[src/rtl/ifu_fetch.sv]
// rtl/ifu_fetch.sv - instruction fetch unit: one output slot, one skid entry, redirect flush
// Optional build macro IFU_FETCH_PERF_EN adds the flush_cnt redirect counter output.
module ifu_fetch #(
  parameter logic [31:0] RESET_PC = 32'h0000_0000
) (
  input  logic        clk,
  input  logic        rst_n,
  input  logic        stall,
  input  logic        redirect_valid,
  input  logic [31:0] redirect_pc,
  output logic        imem_req,
  output logic [31:0] imem_addr,
  input  logic        imem_ack,
  input  logic [31:0] imem_rdata,
  output logic [31:0] pc,
  output logic [31:0] inst_o,
`ifdef IFU_FETCH_PERF_EN
  output logic [31:0] flush_cnt,
`endif
  output logic        inst_valid
);

  localparam logic [1:0] ST_BOOT  = 2'd0;
  localparam logic [1:0] ST_FETCH = 2'd1;
  localparam logic [1:0] ST_FULL  = 2'd2;
  localparam logic [1:0] ST_DROP  = 2'd3;

  logic [1:0]  state_q, state_d;
  logic [31:0] fetch_pc_q, fetch_pc_d;
  logic [31:0] req_addr_q, req_addr_d;
  logic [31:0] pc_q, pc_d;
  logic [31:0] inst_q, inst_d;
  logic        valid_q, valid_d;
  logic [31:0] skid_pc_q, skid_pc_d;
  logic [31:0] skid_inst_q, skid_inst_d;
  logic        skid_valid_q, skid_valid_d;

  logic        ack;
  logic        consume;
  logic [31:0] redir_pc;
  logic [31:0] next_addr;

  assign imem_req   = (state_q == ST_FETCH) || (state_q == ST_DROP);
  assign imem_addr  = req_addr_q;
  assign pc         = pc_q;
  assign inst_o     = inst_q;
  assign inst_valid = valid_q;

  // An ack is only meaningful while a request is outstanding.
  assign ack       = imem_ack & imem_req;
  assign consume   = valid_q & ~stall;
  assign redir_pc  = redirect_pc & 32'hFFFF_FFFC;
  assign next_addr = req_addr_q + 32'd4;

  always_comb begin
    state_d      = state_q;
    fetch_pc_d   = fetch_pc_q;
    req_addr_d   = req_addr_q;
    pc_d         = pc_q;
    inst_d       = inst_q;
    valid_d      = valid_q;
    skid_pc_d    = skid_pc_q;
    skid_inst_d  = skid_inst_q;
    skid_valid_d = skid_valid_q;

    if (redirect_valid) begin
      valid_d      = 1'b0;
      skid_valid_d = 1'b0;
      fetch_pc_d   = redir_pc;
      case (state_q)
        // Without an ack the old request is still in flight and must be drained.
        ST_FETCH: begin
          if (ack) req_addr_d = redir_pc;
          else     state_d    = ST_DROP;
        end
        ST_DROP: begin
          if (ack) begin
            state_d    = ST_FETCH;
            req_addr_d = redir_pc;
          end
        end
        default: begin
          state_d    = ST_FETCH;
          req_addr_d = redir_pc;
        end
      endcase
    end else begin
      case (state_q)
        ST_BOOT: state_d = ST_FETCH;
        ST_FETCH: begin
          if (ack) begin
            fetch_pc_d = next_addr;
            req_addr_d = next_addr;
            if (!valid_q || consume) begin
              pc_d    = req_addr_q;
              inst_d  = imem_rdata;
              valid_d = 1'b1;
            end else begin
              skid_pc_d    = req_addr_q;
              skid_inst_d  = imem_rdata;
              skid_valid_d = 1'b1;
              state_d      = ST_FULL;
            end
          end else if (consume) begin
            valid_d = 1'b0;
          end
        end
        ST_FULL: begin
          if (consume) begin
            pc_d         = skid_pc_q;
            inst_d       = skid_inst_q;
            valid_d      = skid_valid_q;
            skid_valid_d = 1'b0;
            state_d      = ST_FETCH;
          end
        end
        ST_DROP: begin
          if (consume) valid_d = 1'b0;
          if (ack) begin
            state_d    = ST_FETCH;
            req_addr_d = fetch_pc_q;
          end
        end
        default: state_d = ST_BOOT;
      endcase
    end
  end

  always_ff @(posedge clk) begin
    if (!rst_n) begin
      state_q      <= ST_BOOT;
      fetch_pc_q   <= RESET_PC;
      req_addr_q   <= RESET_PC;
      pc_q         <= 32'd0;
      inst_q       <= 32'd0;
      valid_q      <= 1'b0;
      skid_pc_q    <= 32'd0;
      skid_inst_q  <= 32'd0;
      skid_valid_q <= 1'b0;
    end else begin
      state_q      <= state_d;
      fetch_pc_q   <= fetch_pc_d;
      req_addr_q   <= req_addr_d;
      pc_q         <= pc_d;
      inst_q       <= inst_d;
      valid_q      <= valid_d;
      skid_pc_q    <= skid_pc_d;
      skid_inst_q  <= skid_inst_d;
      skid_valid_q <= skid_valid_d;
    end
  end

`ifdef IFU_FETCH_PERF_EN
  logic [31:0] flush_cnt_q;

  always_ff @(posedge clk) begin
    if (!rst_n) begin
      flush_cnt_q <= 32'd0;
    end else if (redirect_valid) begin
      flush_cnt_q <= flush_cnt_q + 32'd1;
    end
  end

  assign flush_cnt = flush_cnt_q;
`endif

endmodule

[config.mk]
export PLATFORM = sky130hd
export DESIGN_NAME = ifu_fetch
export DESIGN_NICKNAME = d
export VERILOG_FILES = /design/src/rtl/ifu_fetch.sv
export SDC_FILE = /design/constraint.sdc
export NUM_CORES = 1
export LEC_CHECK = 0
export CAP_MARGIN = 20
export CORE_MARGIN = 10
export CORE_UTILIZATION = 56
export DETAILED_ROUTE_END_ITERATION = 12
export PLACE_DENSITY = 0.83
export SLEW_MARGIN = 20
export SYNTH_ARGS = -nofsm -noshare
export SYNTH_HDL_FRONTEND = slang
export SYNTH_SLANG_ARGS = --single-unit
[constraint.sdc]
create_clock -name clk -period 5.6 [get_ports clk]
set_input_delay 1.12 -clock clk [delete_from_list [all_inputs] [get_ports clk]]
set_output_delay 1.12 -clock clk [all_outputs]
set_load 0.01 [all_outputs]
# Yosys cells after proc, flatten, opt, wreduce, memory -nomap -nowiden
# Cells that the tools add are included.
# op_classes
reduce_logical,19
add_sub_neg,1
eq_ne,14
bitwise_logic,6
muxes,34
# ops
cell,n
$mux W32,14
$pmux W32 S2,3
$add A32 B3 Y32 const B,1
$reduce_and A4 Y1,4
$ne A3 B3 Y1 const B,5
$mux W2,6
$pmux W2 S4,1
$mux W1,7
$ne A2 B2 Y1 const B,3
$ne A3 B2 Y1 const B,2
$reduce_bool A2 Y1,3
$reduce_bool A3 Y1,2
$reduce_and A5 Y1,1
$eq A2 B2 Y1 const B,2
$not A1 Y1,4
$pmux W2 S2,1
$reduce_and A2 Y1,2
$reduce_or A2 Y1,2
$pmux W1 S3,1
$reduce_and A3 Y1,1
$and A1 B1 Y1,2
$eq A2 B1 Y1 const B,1
$logic_not A2 Y1,1
$logic_or A1 B1 Y1,2
other kinds (3),3
# word_totals
in_bits,69
reg_bits,196
wordCells,84

# Depth between registers and ports, before layout
# depth
depth_word,7
depth_mapped,8
ltp_nobuf,6

# Worst setup path after synthesis
# OpenSTA, ideal clock, no wires.
# synth_timing
path_kind,input to register
from,input redirect_valid
to,"register req_addr_q[28], in the netlist imem_addr[28]"
setup_ps,79
required_time_ps,5521
path_buffers,2
arrival_ps,2318
slack_ps,3203
stages,6
path_cell_list,buf_2 > buf_2 > nor2_1 > o221ai_1 > or2_2 > o211ai_1
# synth_via
elab_chain_len,2
word_cells_on_any_way,6
classes_between,eq/ne: 3; mux: 1; reduce/logical: 2
# synth_lines
item,line_no,source
"start, declared",9,"input logic redirect_valid,"
"$ne A3 B3 Y1 (no source line), or another cell as far along",n/a,
$reduce_and A4 Y1 (no source line),n/a,
"end signal, assigned",143,req_addr_q <= req_addr_d;
"end, declared",30,"logic [31:0] req_addr_q, req_addr_d;"
# Several ways; a longest one is shown, not always the timed one.
# A chain may end at the register's enable or synchronous reset.

# Worst setup path after layout
# layout_timing
from,input imem_ack
to,register fetch_pc_q[19]
# layout_via
elab_chain_len,3
# layout_lines
item,line_no,source
"start, declared",13,"input logic imem_ack,"
$and A1 B1 Y1,50,assign ack = imem_ack & imem_req;
$reduce_bool A2 Y1 (no source line),n/a,
$reduce_and A2 Y1 (no source line),n/a,
"end signal, assigned",142,fetch_pc_q <= fetch_pc_d;
"end, declared",29,"logic [31:0] fetch_pc_q, fetch_pc_d;"
# No other way between the ends.

==> results.sh <==
export IMPL_finalCriticalPeriod_ns=3.38
export IMPL_whs_path_depth=2
export IMPL_nets=1268
export IMPL_grt_pass1_vias=8083
export IMPL_grt_pass1_wl_um=41800
export IMPL_worstPathArrival_ns=3.66
export IMPL_antenna_violations_before_repair=0
export IMPL_die_x_um=148
export IMPL_ff2ff_path_depth=6
export IMPL_clkLatencyLatePin_ns=0.43
export IMPL_synth_edf_count=0
export IMPL_finalSetupTns_ns=0
export IMPL_ant_nets=0
export IMPL_tritoncts_num_sinks=196
export IMPL_clock_tree_htree_level_count=4
export IMPL_hp_class="reg -> reg"
export IMPL_rrSetupSlack_ns=2.83
export IMPL_reg2reg_from="state_q[0]"
export IMPL_setup_repair_after_global_routing_missed_its_margin="false"
export IMPL_drt_iter0_drc=977
export IMPL_syn_inst=1104
export IMPL_synth_seq_cells=196
export IMPL_die_h_um=148
export IMPL_placed_cell_area_mm2=0.0107
export IMPL_layout_cell_area_non_filler_mm2=0.0113
export IMPL_drive_gt1_share_pct=5.62
export IMPL_synth_yosys_seq_area_share_pct=43.1
export IMPL_ios=167
export IMPL_relSlewSlack_pct=36.8
export IMPL_synthesis_yosys_warnings=0
export IMPL_global_route_usage_total_pct=23.2
export IMPL_power_per_cell_area_mw_per_mm2=295
export IMPL_clkSlewWorstSetupHoldPaths_ns=0.07
export IMPL_synth_area_per_cell_um2=8.25
export IMPL_die_area_mm2=0.0218
export IMPL_cts_buffer_depth=2
export IMPL_worstSetupPathType="in -> reg"
export IMPL_min_period_over_period_pct=60.4
export IMPL_postSynth_topFlopCell="sky130_fd_sc_hd__dfxtp_1"
export IMPL_critical_path_peak_fanout=15
export IMPL_synth_async_sr_flop_share_pct=0
export IMPL_post_cts_resize_count=0
export IMPL_route_vias_total=8509
export IMPL_fin_worst_skew_ns=0.00923
export IMPL_critical_path_startpoint_type="input port"
export IMPL_clk_root_buffer_cell="sky130_fd_sc_hd__clkbuf_16"
export IMPL_setup_worst_path_end_class="register"
export IMPL_post_drt_via_cell_ratio=5.96
export IMPL_final_max_slew_viol_count=0
export IMPL_post_synth_instance_area_mm2=0.00911
export IMPL_rd_place_congestion=0.911
export IMPL_first_pass_iters=7
export IMPL_cts_tree="yes"
export IMPL_io_buffers=164
export IMPL_worst_pin_slew_ns=0.944
export IMPL_antenna_diode_count=0
export IMPL_post_cts_setup_buffers=0
export IMPL_worstHoldEndpoint="skid_inst_q[10]"
export IMPL_postRouteWirelength_um=26000
export IMPL_mostFrequentLayoutCell="sky130_fd_sc_hd__dfxtp_1"
export IMPL_maxCapViolations=0
export IMPL_synth_largest_area_cell="sky130_fd_sc_hd__dfxtp_1"
export IMPL_grt_overflow_total=0
export IMPL_post_detailed_placement_half_perimeter_wirelength_um=17300
export IMPL_cts_made_buffers=17
export IMPL_critical_path_data_required_time_ns=5.88
export IMPL_pin_count_of_the_biggest_net_entering_global_routing=90
export IMPL_r2r_end="fetch_pc_q[19]"
export IMPL_cts_hold_buffers=0
export IMPL_achievable_frequency_mhz=295
export IMPL_synth_top_cells_by_area="sky130_fd_sc_hd__dfxtp_1, sky130_fd_sc_hd__nand2_1, sky130_fd_sc_hd__mux2i_1"
export IMPL_post_synth_top_area_fraction_pct=43.1
export IMPL_peakVddDrop_v=0.000243
export IMPL_layout_cells_most_common_list="sky130_fd_sc_hd__dfxtp_1, sky130_fd_sc_hd__nand2_1, sky130_fd_sc_hd__clkdlybuf4s50_1"
export IMPL_core_area_mm2=0.0159
export IMPL_row_cnt=46
export IMPL_final_setup_viol_count=0
export IMPL_post_synth_num_cell_types=62
export IMPL_cellLeakagePower_nw=3.77
export IMPL_min_delay_start="skid_inst_q[10]"
export IMPL_synth_fp_nets=1174
export IMPL_route_detailed_wl_per_inst_um=18.2
export IMPL_floorplan_initialDensity_pct=57.3
export IMPL_outcome="complete, no violations"
export IMPL_timing_final_hold_violations=0
export IMPL_drc=0
export IMPL_area_delta_synth_final_pct=24.6
worst max-delay path by stage:
stage,start,end,slack (ns),cells past startpoint
finish,imem_ack,fetch_pc_q[19],2.22,7
global route,rst_n,imem_addr[0],2.09,6
CTS,imem_ack,fetch_pc_q[19],2.27,7
detailed placement,rst_n,imem_addr[0],1.81,6
global placement,rst_n,imem_addr[0],1.79,6
floorplan,redirect_valid,imem_addr[28],3.20,6
Yosys cell counts, types with 4 or more instances:
| master | number |
|---|---|
| sky130_fd_sc_hd__a211o_1 | 6 |
| sky130_fd_sc_hd__a211oi_1 | 72 |
| sky130_fd_sc_hd__a21o_1 | 4 |
| sky130_fd_sc_hd__a21oi_1 | 105 |
| sky130_fd_sc_hd__a221o_1 | 6 |
| sky130_fd_sc_hd__a221oi_1 | 6 |
| sky130_fd_sc_hd__a222oi_1 | 4 |
| sky130_fd_sc_hd__a22oi_1 | 4 |
| sky130_fd_sc_hd__a311oi_1 | 6 |
| sky130_fd_sc_hd__a31oi_1 | 9 |
| sky130_fd_sc_hd__and2_1 | 5 |
| sky130_fd_sc_hd__and3_1 | 10 |
| sky130_fd_sc_hd__and4_1 | 4 |
| sky130_fd_sc_hd__buf_2 | 31 |
| sky130_fd_sc_hd__buf_4 | 6 |
| sky130_fd_sc_hd__clkbuf_1 | 66 |
| sky130_fd_sc_hd__dfxtp_1 | 196 |
| sky130_fd_sc_hd__inv_1 | 10 |
| sky130_fd_sc_hd__mux2i_1 | 64 |
| sky130_fd_sc_hd__nand2_1 | 182 |
| sky130_fd_sc_hd__nand2b_1 | 10 |
| sky130_fd_sc_hd__nand3_1 | 25 |
| sky130_fd_sc_hd__nand4_1 | 12 |
| sky130_fd_sc_hd__nand4b_1 | 5 |
| sky130_fd_sc_hd__nor2_1 | 108 |
| sky130_fd_sc_hd__nor2b_1 | 9 |
| sky130_fd_sc_hd__nor3_1 | 11 |
| sky130_fd_sc_hd__o211ai_1 | 10 |
| sky130_fd_sc_hd__o21ai_0 | 39 |
| sky130_fd_sc_hd__o221ai_1 | 6 |
| sky130_fd_sc_hd__o22ai_1 | 6 |
| sky130_fd_sc_hd__xnor2_1 | 11 |
| sky130_fd_sc_hd__xor2_1 | 15 |
critical path: stages:
cell and delay, ns:
sky130_fd_sc_hd__clkdlybuf4s50_1 0.62, sky130_fd_sc_hd__nand2_1 0.13, sky130_fd_sc_hd__nor2_1 0.75, sky130_fd_sc_hd__buf_4 0.35
sky130_fd_sc_hd__nor2_1 0.21, sky130_fd_sc_hd__a221oi_1 0.36, sky130_fd_sc_hd__a21oi_1 0.11
cell families (layout without fill, tap and decap cells):
group | after synthesis | in the layout | synth area share [%]
DFF | 196 | 196 | 43.1
buffers and inverters | 115 | 222 | 5.41
muxes | 64 | 64 | 7.03
AOI/OAI and AO/OA | 303 | 303 | 21.7
xor gates and xnor gates | 26 | 26 | 2.50
and+or+nand+nor | 399 | 399 | 20.1
adders and majority gates | 1 | 1 | 0.137
layer usage:
metal | global-route usage (%) | up-vias | part of all wire (%)
li1 | - | 4116 | -
met1 | 29.6 | 3944 | 43
met2 | 36.7 | 389 | 46
met3 | 5.95 | 60 | 8.7
met4 | 9.17 | 0 | 2.1
met5 | 0 | - | 0
sequential cells by signal (all words and copies together), names as in the netlist:
signal,cells
fetch_pc_q,32
imem_addr,32
inst_o,32
pc,32
skid_inst_q,32
skid_pc_q,32
state_q,2
inst_valid,1
skid_valid_q,1
final cells by class:
type / instances / area (um^2)
Sequential cell: 196 / 3920
Clock inverter: 15 / 176
Multi-Input combinational cell: 793 / 4730
Fill cell: 1273 / 4540
Inverter: 10 / 40.0
Clock buffer: 17 / 425
Timing Repair Buffer: 180 / 1780
Tap cell: 216 / 270
metrics by stage:
stage	setup slack (ns)	power (mW)	hold slack (ns)	util, %	cells
4_1_cts	2.27	3.35	0.456	71.3	1426
5_1_grt	2.09	3.47	0.468	71.4	1427
3_5_place_dp	1.81	2.11	0.446	67.5	1394
6_report	2.22	3.34	0.454	71.4	1427
3_3_place_gp	1.79	2.10	0.441	67.5	1394
2_1_floorplan	3.20	1.87	0.436	-	1104
power by group:
group	internal, mW	leakage [nW]	switching [mW]	total [mW]
Combinational	0.256	1.89	0.275	0.530
Clock	0.706	0.290	0.552	1.26
Sequential	1.46	1.60	0.0935	1.56
Total	2.42	3.77	0.920	3.34
No activity file was read; power rests on OpenSTA's default activity.
